File: src/rtl/pipe_pkg.sv
// Shared encodings for the EX stage: ALU op codes, mul/div op codes, mul/div FSM states.
// Optional build macro PIPE_FAST_MULT_EN is consumed by muldiv_seq.
package pipe_pkg;

  localparam logic [3:0] ALU_ADD = 4'b0000;
  localparam logic [3:0] ALU_SUB = 4'b0100;
  localparam logic [3:0] ALU_AND = 4'b0001;
  localparam logic [3:0] ALU_OR  = 4'b0101;
  localparam logic [3:0] ALU_XOR = 4'b0010;
  localparam logic [3:0] ALU_LUI = 4'b0110;
  localparam logic [3:0] ALU_SLL = 4'b0011;
  localparam logic [3:0] ALU_SRL = 4'b0111;
  localparam logic [3:0] ALU_SRA = 4'b1111;

  localparam logic [1:0] MD_MULT  = 2'b00;
  localparam logic [1:0] MD_MULTU = 2'b01;
  localparam logic [1:0] MD_DIV   = 2'b10;
  localparam logic [1:0] MD_DIVU  = 2'b11;

  typedef enum logic [1:0] {
    MD_IDLE = 2'd0,
    MD_BUSY = 2'd1,
    MD_FIX  = 2'd2
  } md_state_t;

  // Magnitude of v when it is a signed operand, otherwise v unchanged.
  function automatic logic [31:0] abs_if(input logic [31:0] v, input logic sgn);
    return (sgn && v[31]) ? (~v + 32'd1) : v;
  endfunction

endpackage

File: src/rtl/muldiv_seq.sv
// Iterative multiply/divide engine with architectural HI/LO; FSM state exported on o_state.
// PIPE_FAST_MULT_EN: mult/multu finish through a combinational multiplier (IDLE -> FIX).
module muldiv_seq import pipe_pkg::*; #(
  parameter int MD_ITER = 32
) (
  input  logic        clock,
  input  logic        reset,
  input  logic        i_start,
  input  logic [1:0]  i_op,
  input  logic [31:0] i_a,
  input  logic [31:0] i_b,
  output logic [31:0] o_hi,
  output logic [31:0] o_lo,
  output md_state_t   o_state
);

  localparam int CW = $clog2(MD_ITER + 1);
  localparam logic [CW-1:0] LAST = CW'(MD_ITER - 1);

  md_state_t   r_state, w_next;
  logic [CW-1:0] r_cnt;
  logic [63:0] r_acc;
  logic [31:0] r_dvsr, r_a_raw, r_hi, r_lo;
  logic        r_is_div, r_neg_res, r_neg_rem, r_div0;

  logic        w_signed, w_is_div;
  logic [31:0] w_a_abs, w_b_abs;
  logic [32:0] w_madd;
  logic [63:0] w_mul_next, w_div_next, w_prod;
  logic [31:0] w_part, w_sub, w_fix_hi, w_fix_lo;
  logic        w_ge;

  assign w_signed = (i_op == MD_MULT) || (i_op == MD_DIV);
  assign w_is_div = (i_op == MD_DIV) || (i_op == MD_DIVU);
  assign w_a_abs  = abs_if(i_a, w_signed);
  assign w_b_abs  = abs_if(i_b, w_signed);

  // Multiply: acc = {partial, multiplier}; add multiplicand into the top half, shift right.
  assign w_madd     = {1'b0, r_acc[63:32]} + (r_acc[0] ? {1'b0, r_dvsr} : 33'd0);
  assign w_mul_next = {w_madd, r_acc[31:1]};

  // Divide: acc = {remainder, dividend}; acc[63] set means the shifted remainder exceeds 32 bits.
  assign w_part     = {r_acc[62:32], r_acc[31]};
  assign w_ge       = r_acc[63] | (w_part >= r_dvsr);
  assign w_sub      = w_part - r_dvsr;
  assign w_div_next = {(w_ge ? w_sub : w_part), r_acc[30:0], w_ge};

  assign w_prod = r_neg_res ? (~r_acc + 64'd1) : r_acc;

  always_comb begin
    w_fix_hi = '0;
    w_fix_lo = '0;
    if (r_div0) begin
      w_fix_hi = r_a_raw;
      w_fix_lo = '1;
    end else if (r_is_div) begin
      w_fix_lo = r_neg_res ? (~r_acc[31:0] + 32'd1) : r_acc[31:0];
      w_fix_hi = r_neg_rem ? (~r_acc[63:32] + 32'd1) : r_acc[63:32];
    end else begin
      w_fix_hi = w_prod[63:32];
      w_fix_lo = w_prod[31:0];
    end
  end

  always_comb begin
    w_next = r_state;
    case (r_state)
      MD_IDLE: begin
        if (i_start) begin
`ifdef PIPE_FAST_MULT_EN
          w_next = w_is_div ? MD_BUSY : MD_FIX;
`else
          w_next = MD_BUSY;
`endif
        end
      end
      MD_BUSY: if (r_cnt == LAST) w_next = MD_FIX;
      MD_FIX:  w_next = MD_IDLE;
      default: w_next = MD_IDLE;
    endcase
  end

  always_ff @(posedge clock) begin
    if (reset) r_state <= MD_IDLE;
    else       r_state <= w_next;
  end

  always_ff @(posedge clock) begin
    if (reset) begin
      r_cnt     <= '0;
      r_acc     <= '0;
      r_dvsr    <= '0;
      r_a_raw   <= '0;
      r_hi      <= '0;
      r_lo      <= '0;
      r_is_div  <= 1'b0;
      r_neg_res <= 1'b0;
      r_neg_rem <= 1'b0;
      r_div0    <= 1'b0;
    end else begin
      case (r_state)
        MD_IDLE: begin
          if (i_start) begin
            r_cnt     <= '0;
            r_is_div  <= w_is_div;
            r_neg_res <= w_signed & (i_a[31] ^ i_b[31]);
            r_neg_rem <= w_signed & i_a[31];
            r_div0    <= w_is_div & (i_b == 32'd0);
            r_a_raw   <= i_a;
            r_dvsr    <= w_is_div ? w_b_abs : w_a_abs;
`ifdef PIPE_FAST_MULT_EN
            r_acc     <= w_is_div ? {32'd0, w_a_abs} : ({32'd0, w_a_abs} * {32'd0, w_b_abs});
`else
            r_acc     <= {32'd0, (w_is_div ? w_a_abs : w_b_abs)};
`endif
          end
        end
        MD_BUSY: begin
          r_cnt <= r_cnt + CW'(1);
          r_acc <= r_is_div ? w_div_next : w_mul_next;
        end
        MD_FIX: begin
          r_cnt <= '0;
          r_hi  <= w_fix_hi;
          r_lo  <= w_fix_lo;
        end
        default: ;
      endcase
    end
  end

  assign o_hi    = r_hi;
  assign o_lo    = r_lo;
  assign o_state = r_state;

endmodule

File: src/rtl/pipe_exe_muldiv.sv
// EX stage: combinational ALU, HI/LO read mux and mul/div hazard stall around muldiv_seq.
// Build macro PIPE_FAST_MULT_EN selects the single-cycle multiplier inside muldiv_seq.
module pipe_exe_muldiv import pipe_pkg::*; #(
  parameter int MD_ITER = 32
) (
  input  logic        clock,
  input  logic        reset,
  input  logic [3:0]  ealuc,
  input  logic [31:0] ea,
  input  logic [31:0] eb,
  input  logic [31:0] eimm,
  input  logic [4:0]  esa,
  input  logic        ealuimm,
  input  logic        eshift,
  input  logic        emd_start,
  input  logic [1:0]  emd_op,
  input  logic        emfhi,
  input  logic        emflo,
  input  logic        ecancel,
  output logic [31:0] ealu,
  output logic        md_stall,
  output logic        md_busy
);

  logic [31:0] w_b, w_alu, w_hi, w_lo;
  logic [4:0]  w_sa;
  logic        w_start;
  md_state_t   w_state;

  assign w_b  = ealuimm ? eimm : eb;
  assign w_sa = eshift ? esa : ea[4:0];

  always_comb begin
    w_alu = '0;
    case (ealuc)
      ALU_ADD: w_alu = ea + w_b;
      ALU_SUB: w_alu = ea - w_b;
      ALU_AND: w_alu = ea & w_b;
      ALU_OR:  w_alu = ea | w_b;
      ALU_XOR: w_alu = ea ^ w_b;
      ALU_LUI: w_alu = {w_b[15:0], 16'd0};
      ALU_SLL: w_alu = w_b << w_sa;
      ALU_SRL: w_alu = w_b >> w_sa;
      ALU_SRA: w_alu = $signed(w_b) >>> w_sa;
      default: w_alu = '0;
    endcase
  end

  assign ealu = emfhi ? w_hi : (emflo ? w_lo : w_alu);

  // Only instructions touching HI/LO or the engine wait; everything else flows past.
  assign md_busy  = (w_state != MD_IDLE);
  assign md_stall = md_busy & (emd_start | emfhi | emflo);
  assign w_start  = emd_start & ~ecancel & ~md_stall;

  muldiv_seq #(.MD_ITER(MD_ITER)) u_muldiv (
    .clock   (clock),
    .reset   (reset),
    .i_start (w_start),
    .i_op    (emd_op),
    .i_a     (ea),
    .i_b     (eb),
    .o_hi    (w_hi),
    .o_lo    (w_lo),
    .o_state (w_state)
  );

endmodule

File: config.mk
export PLATFORM = sky130hd
export DESIGN_NAME = pipe_exe_muldiv
export DESIGN_NICKNAME = d
export VERILOG_FILES = /design/src/rtl/pipe_pkg.sv /design/src/rtl/muldiv_seq.sv /design/src/rtl/pipe_exe_muldiv.sv
export SDC_FILE = /design/constraint.sdc
export NUM_CORES = 1
export LEC_CHECK = 0
export ABC_AREA = 1
export CAP_MARGIN = 20
export CELL_PAD_IN_SITES_DETAIL_PLACEMENT = 0
export CELL_PAD_IN_SITES_GLOBAL_PLACEMENT = 1
export CORE_MARGIN = 3
export CORE_UTILIZATION = 39
export CTS_CLUSTER_DIAMETER = 150
export CTS_CLUSTER_SIZE = 40
export DETAILED_ROUTE_END_ITERATION = 16
export PLACE_DENSITY = 0.81
export SLEW_MARGIN = 20
export SYNTH_ARGS = -nofsm -noshare
export SYNTH_HDL_FRONTEND = slang
export SYNTH_SLANG_ARGS = --single-unit
File: constraint.sdc
create_clock -name clock -period 4.3 [get_ports clock]
set_input_delay 0.86 -clock clock [delete_from_list [all_inputs] [get_ports clock]]
set_output_delay 0.86 -clock clock [all_outputs]
set_load 0.005 [all_outputs]
==> qor.log, run 1 <==
INFO  synth          yosysUniqueCellTypes=57
INFO  critical_path  startpoint_of_the_lowest_slack_register_to_register_path=u_muldiv.r_acc[31]$_SDFFE_PP0P_
INFO  critical_path  cell_with_the_biggest_individual_delay_on_the_critical_path=ha_1
INFO  sta            fmax=188.5MHz
INFO  hold_path      min_delay_path_depth=2
INFO  global_route   grt_remaining_overflow=0
INFO  critical_path  ff2ff_setup_slack=780ps
INFO  detailed_routing drt.antenna.violating_nets=0
INFO  synth          async_flop_share=0%
INFO  cells_and_area stdcell_area=38620um2
INFO  synth          net_count_after_synthesis=5426
INFO  critical_path  reg2reg_to=u_muldiv.r_acc[46]$_SDFFE_PP0P_
INFO  clocking       cts_hold_buf=0
INFO  placement      gp_congestion=1.089
INFO  critical_path  largest_fanout_of_any_net_on_the_critical_path=5
INFO  placement      dp_slack=-1849ps
INFO  synth          syn-mean-instance-area=5.434um2
INFO  placement      hpwl=132.0mm
INFO  placement      place.port_buffers=148
INFO  synth          post_synthesis_cell_count=5142
INFO  power_and_ir_drop power.total=8.756mW
INFO  global_route   antenna_found_initial=2
INFO  run_status     outcome=finished with violations
INFO  cells_and_area diodes=0
INFO  floorplan      design.core.area=70510um2
INFO  critical_path  timing.critical_path.arrival=4450ps
INFO  detailed_routing drcViolationCount=0
INFO  flow_run       cap_violations=0
INFO  power_and_ir_drop cellLeakagePower=19.37nW
INFO  synth          synth_enable_flop_cells=0
INFO  placement      place_area=34900um2
INFO  hold_path      timing.hold.worst.class=flop to flop
INFO  floorplan      chipWidth=273.7um
INFO  cells_and_area drive_gt1_share=23.23%
INFO  sta            max-slew-margin-rel=35.09%
INFO  critical_path  worst_r2r_path_depth=17
INFO  sta            finalWorstPathRequiredPeriod=5306ps
INFO  clocking       clock_insertion_delay_worst_skew=500ps
INFO  sta            setup_viol=32
INFO  hold_path      hp-start=u_muldiv.r_a_raw[31]$_SDFFE_PP0P_
INFO  cells_and_area finish.net_count=6154
INFO  detailed_routing routed_wire_length_per_instance=24.13um
INFO  power_and_ir_drop worst_ir_drop_vdd=0.0002640V
INFO  sta            fin_worst_skew=55.90ps
INFO  synth          dominantRegCellSynth=dfxtp_1
INFO  synth          ys_warn_count=0
INFO  sta            fin_crit_sh=123.4%
INFO  floorplan      floorplan.die_area=74900um2
INFO  sta            finalMaxSlewViolations=0
INFO  critical_path  worst-endpoint-required=3440ps
INFO  synth          seq_area_frac_synth=14.62%
INFO  detailed_routing drt-initial-drc-count=4238
INFO  global_route   vias_in_the_first_global_route=36370
INFO  detailed_routing drt_pre_antenna_iters=6
INFO  floorplan      starting_density_of_the_core=39.63%
INFO  cells_and_area register_area=4089um2
INFO  clocking       clk_path_buf_depth=3
INFO  critical_path  start_kind=input pin
INFO  clocking       clock-root-buffer=clkbuf_16
INFO  clocking       cts.clk_slew.worst_paths=150ps
INFO  global_route   grt.total_usage=41.67%
INFO  floorplan      die_h=273.7um
INFO  synth          syn_area=27940um2
INFO  cells_and_area syn2layout_area_growth=38.22%
INFO  clocking       cts_tree=yes
INFO  global_route   wire_length_of_the_first_global_routing_pass=234.6mm
INFO  critical_path  timing.setup.critical_path_class=input pin to output pin
INFO  cells_and_area multi_input_gate_area_in_the_final_layout=23110um2
INFO  detailed_routing via_count=38880
INFO  hold_path      hold-path-endpoint=u_muldiv.r_a_raw[31]$_SDFFE_PP0P_
INFO  sta            max_slew.worst_pin.slew=973.6ps
INFO  detailed_routing routed_via_density=5.709
INFO  critical_path  critical_path.max_stage_delay=320ps
INFO  sta            grt_setup_unrepaired=yes
INFO  floorplan      floorplan.rows=97
INFO  global_route   pin_count_of_the_biggest_net_entering_global_routing=86
INFO  synth          synth_seq_cells=204
INFO  clocking       cts_htree_levels=1
INFO  clocking       cts_buffers=9
INFO  run_status     failing_checks=negative setup slack
INFO  critical_path  cp-end-kind=output pin
INFO  power_and_ir_drop power-per-cell-area=226.7nW/um2
INFO  cells_and_area fillerInstances=7289
INFO  detailed_routing drt_wl_total=164.3mm
INFO  floorplan      number_of_placed_i_o_pins=149
INFO  sta            postLayoutSetupSlackWorst=-1006ps
INFO  sta            final_hold_viol_count=0
INFO  clocking       clock-sinks=204
==> cell type report <==
cell class                 instances  share of cell area [%]
multi-input combinational       4162                   59.85
timing repair buffer             946                   20.34
clock buffer                      11                  0.6544
tap                              940                   3.045
clock inverter                     1                 0.07775
inverter                         547                   5.449
sequential                       204                   10.59
==> repair_timing <==
action	4_1_cts	5_1_grt
gates cloned	4	0
setup endpoints to repair	32	32
buffers inserted	133	29
resized for setup	514	287
pin swaps	202	185
==> cells in the final DEF (no fill, tap or decap), types with 91 or more instances in the layout <==
master / n
ha_1: 144
nand2_1: 1446
nand3_1: 520
xor2_1: 116
nand2_2: 91
buf_4: 715
a21oi_1: 348
nor2_1: 476
o21ai_0: 330
inv_1: 472
dfxtp_1: 202
==> synthesized netlist by cell type (all sizes together) (2+ instances only) <==
| cell type | count | area [um2] |
|---|---|---|
| a211oi | 9 | 67.56 |
| a21boi | 3 | 22.52 |
| a21o | 6 | 45.04 |
| a21oi | 415 | 2081 |
| a221oi | 13 | 113.9 |
| a22oi | 5 | 37.54 |
| a31oi | 33 | 206.5 |
| a32o | 2 | 20.02 |
| and2 | 3 | 18.77 |
| and3 | 3 | 18.77 |
| buf | 71 | 389.1 |
| clkbuf | 158 | 593.1 |
| clkinv | 8 | 30.03 |
| dfxtp | 204 | 4084 |
| fa | 3 | 60.06 |
| ha | 166 | 2077 |
| inv | 539 | 2028 |
| nand2 | 1583 | 5984 |
| nand3 | 558 | 2803 |
| nand3b | 21 | 157.7 |
| nand4 | 58 | 369.1 |
| nor2 | 542 | 2067 |
| nor3 | 52 | 276.5 |
| nor3b | 7 | 52.55 |
| nor4 | 11 | 68.82 |
| o2111ai | 2 | 17.52 |
| o211ai | 39 | 292.8 |
| o21a | 11 | 83.83 |
| o21ai | 413 | 2187 |
| o21bai | 12 | 90.09 |
| o221ai | 18 | 157.7 |
| o22ai | 7 | 43.79 |
| o31ai | 6 | 45.04 |
| or2 | 23 | 143.9 |
| xnor2 | 5 | 43.79 |
| xor2 | 129 | 1130 |
==> state kept, by name (all words and copies together) (netlist names) <==
name / count
u_muldiv.r_acc: 64
u_muldiv.o_hi: 32
u_muldiv.o_lo: 32
u_muldiv.r_a_raw: 32
u_muldiv.r_dvsr: 32
u_muldiv.r_cnt: 6
u_muldiv.o_state: 2
u_muldiv.r_div0: 1
u_muldiv.r_is_div: 1
u_muldiv.r_neg_rem: 1
u_muldiv.r_neg_res: 1
==> worst max path at each step <==
stage / start / endpoint / slack, ps
floorplan: ealuimm / ealu[27] / -190
global placement: eb[0] / ealu[23] / -1830
detailed placement: eb[0] / ealu[23] / -1850
CTS: ealuimm / ealu[27] / -920
global route: ealuimm / ealu[22] / -1170
finish: ealuimm / ealu[28] / -1010
==> cells by family (layout without fill, tap and decap cells) <==
| group | count (synthesis) | count (layout) | synth area share [%] |
|---|---|---|---|
| adders and majority gates | 169 | 169 | 7.648 |
| DFF | 204 | 204 | 14.62 |
| AOI/OAI and AO/OA | 997 | 997 | 19.83 |
| buffers and inverters | 776 | 1505 | 10.88 |
| xor gates and xnor gates | 134 | 134 | 4.200 |
| and+or+nand+nor | 2862 | 2862 | 42.83 |
==> worst max-delay path: cells and delay by family <==
family,cells,cell delay (ps)
and+or+nand+nor,15,1510
AOI/OAI and AO/OA,4,530
buffers and inverters,7,890
adders and majority gates,2,480
xor gates and xnor gates,1,170
==> metrics by stage <==
stage               instances  hold WS (ps)  utilization, %  setup TNS, ps
finish                   6811         474.1           54.77         -25300
floorplan                5142         429.7               -          -1313
CTS                      6789         466.3           53.00         -21990
global placement         6643         440.1           49.50         -45520
detailed placement       6643         447.3           49.50         -47070
global route             6811         485.9           54.77         -29150
==> power by group <==
part | total (mW) | internal [mW] | switching [mW]
Sequential | 2.10 | 1.97 | 0.128
Clock | 1.11 | 0.434 | 0.673
Combinational | 5.55 | 2.05 | 3.50
Total | 8.76 | 4.45 | 4.30
==> per-layer routing <==
metal	vias up	global-route usage [%]	part of all wire (%)
li1	18360	-	-
met1	17960	49.09	38
met2	1958	66.71	43
met3	602	5.706	7.8
met4	2	35.59	11
met5	-	0	0.010
Note: power is estimated with default switching activity, not from simulation.
==> inputs of run 2 (changes only) <==
PLACE_DENSITY = unset   (was 0.81)
PLACE_DENSITY_LB_ADDON = 0.25   (was unset)
==> run 2 against run 1 <==
  * The flow still finishes with violations (negative setup slack)
  * Sequential cell count stayed put
  * Count of clock-buffer cells in the layout down 2
  * Hold slack improved by 3.1 ps
  * Critical path type unchanged
  * Critical endpoint is now ealu[27]
  * Largest cell class unchanged
==> qor.log, run 2 (synthesized netlist as in run 1, its figures left out) <==
INFO  run_status     outcome=finished with violations [unchanged]
INFO  run_status     failing_checks=negative setup slack [unchanged]
INFO  floorplan      chipWidth=273.7um [unchanged]
INFO  sta            fin_worst_skew=34.42ps [was 55.90 ps]
INFO  global_route   wire_length_of_the_first_global_routing_pass=232.5mm [was 234.6 mm]
INFO  cells_and_area syn2layout_area_growth=34.78% [was 38.22%]
INFO  floorplan      floorplan.die_area=74900um2 [unchanged]
INFO  critical_path  critPathLaunch=ealuimm [unchanged]
INFO  cells_and_area mostFrequentLayoutCells=nand2_1, buf_4, nand3_1 [unchanged]
INFO  critical_path  start_kind=input pin [unchanged]
INFO  sta            fin_crit_sh=123.2% [was 123.4%]
INFO  critical_path  crit_path_frequent_cell=nand2_2
INFO  global_route   pin_count_of_the_biggest_net_entering_global_routing=86 [unchanged]
INFO  clocking       cts_htree_levels=1 [unchanged]
INFO  floorplan      die_h=273.7um [unchanged]
INFO  clocking       clock_insertion_delay_worst_skew=520ps [was 500 ps]
INFO  cells_and_area layout_commonest_cell=nand2_1 [unchanged]
INFO  critical_path  largest_fanout_of_any_net_on_the_critical_path=10 [was 5]
INFO  placement      place_area=35180um2 [was 34900 um2]
INFO  critical_path  critical_path.max_stage_delay=320ps [about the same]
INFO  floorplan      starting_density_of_the_core=39.63% [unchanged]
INFO  clocking       cts.clk_slew.worst_paths=140ps [was 150 ps]
INFO  placement      gp_congestion=1.040 [was 1.089]
INFO  sta            hold_slack=477.2ps [was 474.1 ps]
INFO  critical_path  startpoint_of_the_lowest_slack_register_to_register_path=u_muldiv.r_acc[60]$_SDFFE_PP0P_ [was u_muldiv.r_acc[31]$_SDFFE_PP0P_]
INFO  critical_path  cp-end-kind=output pin [unchanged]
INFO  power_and_ir_drop worst_ir_drop_vdd=0.0002369V [was 0.0002640 V]
INFO  power_and_ir_drop power-per-cell-area=227.2nW/um2 [was 226.7 nW/um2]
INFO  clocking       cts_hold_buf=0 [unchanged]
INFO  placement      place.port_buffers=148 [unchanged]
INFO  hold_path      timing.hold.worst.class=flop to flop [unchanged]
INFO  critical_path  cell_with_the_biggest_individual_delay_on_the_critical_path=ha_4 [was ha_1]
INFO  sta            final_hold_viol_count=0 [unchanged]
INFO  critical_path  worst-endpoint-required=3440ps [about the same]
INFO  critical_path  worst_r2r_path_depth=12 [was 17]
INFO  sta            setup_viol=32 [unchanged]
INFO  sta            finalWorstPathRequiredPeriod=5297ps [was 5306 ps]
INFO  cells_and_area top_register=u_muldiv.r_acc [unchanged]
INFO  clocking       cts_tree=yes [unchanged]
INFO  clocking       clock-root-buffer=clkbuf_16 [unchanged]
INFO  clocking       cts_buffers=9 [unchanged]
INFO  clocking       clk_path_buf_depth=3 [unchanged]
INFO  cells_and_area largest_register_ffs=64 [unchanged]
INFO  sta            finalMaxSlewViolations=0 [unchanged]
INFO  detailed_routing drt-initial-drc-count=4259 [was 4238]
INFO  detailed_routing via_count=38200 [was 38880]
INFO  detailed_routing drt_wl_total=160.9mm [was 164.3 mm]
INFO  critical_path  reg2reg_to=u_muldiv.r_acc[57]$_SDFFE_PP0P_ [was u_muldiv.r_acc[46]$_SDFFE_PP0P_]
INFO  critical_path  timing.setup.critical_path_class=input pin to output pin [unchanged]
INFO  power_and_ir_drop cellLeakagePower=18.99nW [was 19.37 nW]
INFO  detailed_routing drt_pre_antenna_iters=7 [was 6]
INFO  detailed_routing routed_via_density=5.626 [was 5.709]
INFO  placement      hpwl=133.4mm [was 132.0 mm]
INFO  critical_path  ff2ff_setup_slack=850ps [was 780 ps]
INFO  detailed_routing drt.antenna.violating_nets=0 [unchanged]
INFO  cells_and_area stdcell_area=37660um2 [was 38620 um2]
INFO  flow_run       cap_violations=0 [unchanged]
INFO  sta            grt_setup_unrepaired=yes [unchanged]
INFO  floorplan      floorplan.rows=97 [unchanged]
INFO  sta            postLayoutSetupSlackWorst=-997.3ps [was -1006 ps]
INFO  cells_and_area drive_gt1_share=21.08% [was 23.23%]
INFO  detailed_routing routed_wire_length_per_instance=23.69um [was 24.13 um]
INFO  global_route   grt.total_usage=41.55% [was 41.67%]
INFO  cells_and_area finish.net_count=6131 [was 6154]
INFO  floorplan      number_of_placed_i_o_pins=149 [unchanged]
INFO  global_route   antenna_found_initial=2 [unchanged]
INFO  floorplan      design.core.area=70510um2 [unchanged]
INFO  global_route   grt_remaining_overflow=0 [unchanged]
INFO  critical_path  crit_end=ealu[27] [was ealu[28]]
INFO  sta            fmax=188.8MHz [was 188.5 MHz]
INFO  clocking       clock-sinks=204 [unchanged]
INFO  critical_path  timing.critical_path.arrival=4440ps [was 4450 ps]
INFO  sta            timing.setup.tns=-26530ps [was -25300 ps]
INFO  sta            max-slew-margin-rel=45.59% [was 35.09%]
INFO  detailed_routing drcViolationCount=0 [unchanged]
INFO  sta            max_slew.worst_pin.slew=816.2ps [was 973.6 ps]
INFO  global_route   vias_in_the_first_global_route=35960 [was 36370]
INFO  cells_and_area fillerInstances=7624 [was 7289]
run 2: what timing repair did:
item                                    CTS  global route
endpoints found under the setup margin   32            32
resized for setup                       407           140
hold endpoints to repair                  0             0
pin swaps                               147           107
setup buffers                            87            14
run 2: power breakdown:
group | switching (mW) | internal (mW) | total (mW)
clock | 0.711 | 0.406 | 1.12
sequential | 0.129 | 1.97 | 2.10
combinational | 3.37 | 1.97 | 5.34
run 2: routing by layer:
metal | vias to the layer above | track usage [%] | wire length (um)
li1 | 18300 | - | -
met1 | 17600 | 49.58 | 62330
met2 | 1827 | 68.28 | 72270
met3 | 480 | 4.917 | 11150
met4 | 2 | 31.29 | 15100
met5 | - | 0 | 13
run 2: worst min path at each step:
stage	from	end	slack [ps]	cells past startpoint
after floorplan	u_muldiv.r_a_raw[0]$_SDFFE_PP0P_	u_muldiv.r_a_raw[0]$_SDFFE_PP0P_	430	2
after global placement	u_muldiv.r_a_raw[31]$_SDFFE_PP0P_	u_muldiv.r_a_raw[31]$_SDFFE_PP0P_	450	2
after detailed placement	u_muldiv.r_a_raw[0]$_SDFFE_PP0P_	u_muldiv.r_a_raw[0]$_SDFFE_PP0P_	460	2
after CTS	u_muldiv.r_a_raw[0]$_SDFFE_PP0P_	u_muldiv.r_a_raw[0]$_SDFFE_PP0P_	480	2
after global routing	u_muldiv.o_hi[5]$_SDFFE_PP0N_	u_muldiv.o_hi[5]$_SDFFE_PP0N_	500	2
final	u_muldiv.r_a_raw[0]$_SDFFE_PP0P_	u_muldiv.r_a_raw[0]$_SDFFE_PP0P_	480	2
run 2: critical path: cells and delay by family:
family	cells	cell delay (ps)
adder cells (fa/ha/maj)	1	320
buffers and inverters	9	1040
AND/OR/NAND/NOR	15	1650
XOR/XNOR	1	100
AO/OA/AOI/OAI	4	440
run 2: final cells by class:
cell class                      count  area [um2]  share of cell area, %
Antenna cell                        2       5.005                0.01329
Clock buffer                        9       225.2                 0.5980
Clock inverter                      3       41.29                 0.1096
Inverter                          547        2067                  5.488
Multi-Input combinational cell   4162       22480                  59.68
Sequential cell                   204        4089                  10.86
Tap cell                          940        1176                  3.123
Timing Repair Buffer              923        7582                  20.13
run 2: per-stage QoR:
step           instances  worst slack (ps)  util (%)  total power [mW]
2_1_floorplan       5142            -188.4         -             4.610
3_3_place_gp        6678             -1764     49.89             6.860
3_5_place_dp        6678             -1788     49.89             6.859
4_1_cts             6775             -1038     52.44             8.260
5_1_grt             6789             -1195     53.41             8.989
6_report            6790            -997.3     53.41             8.558
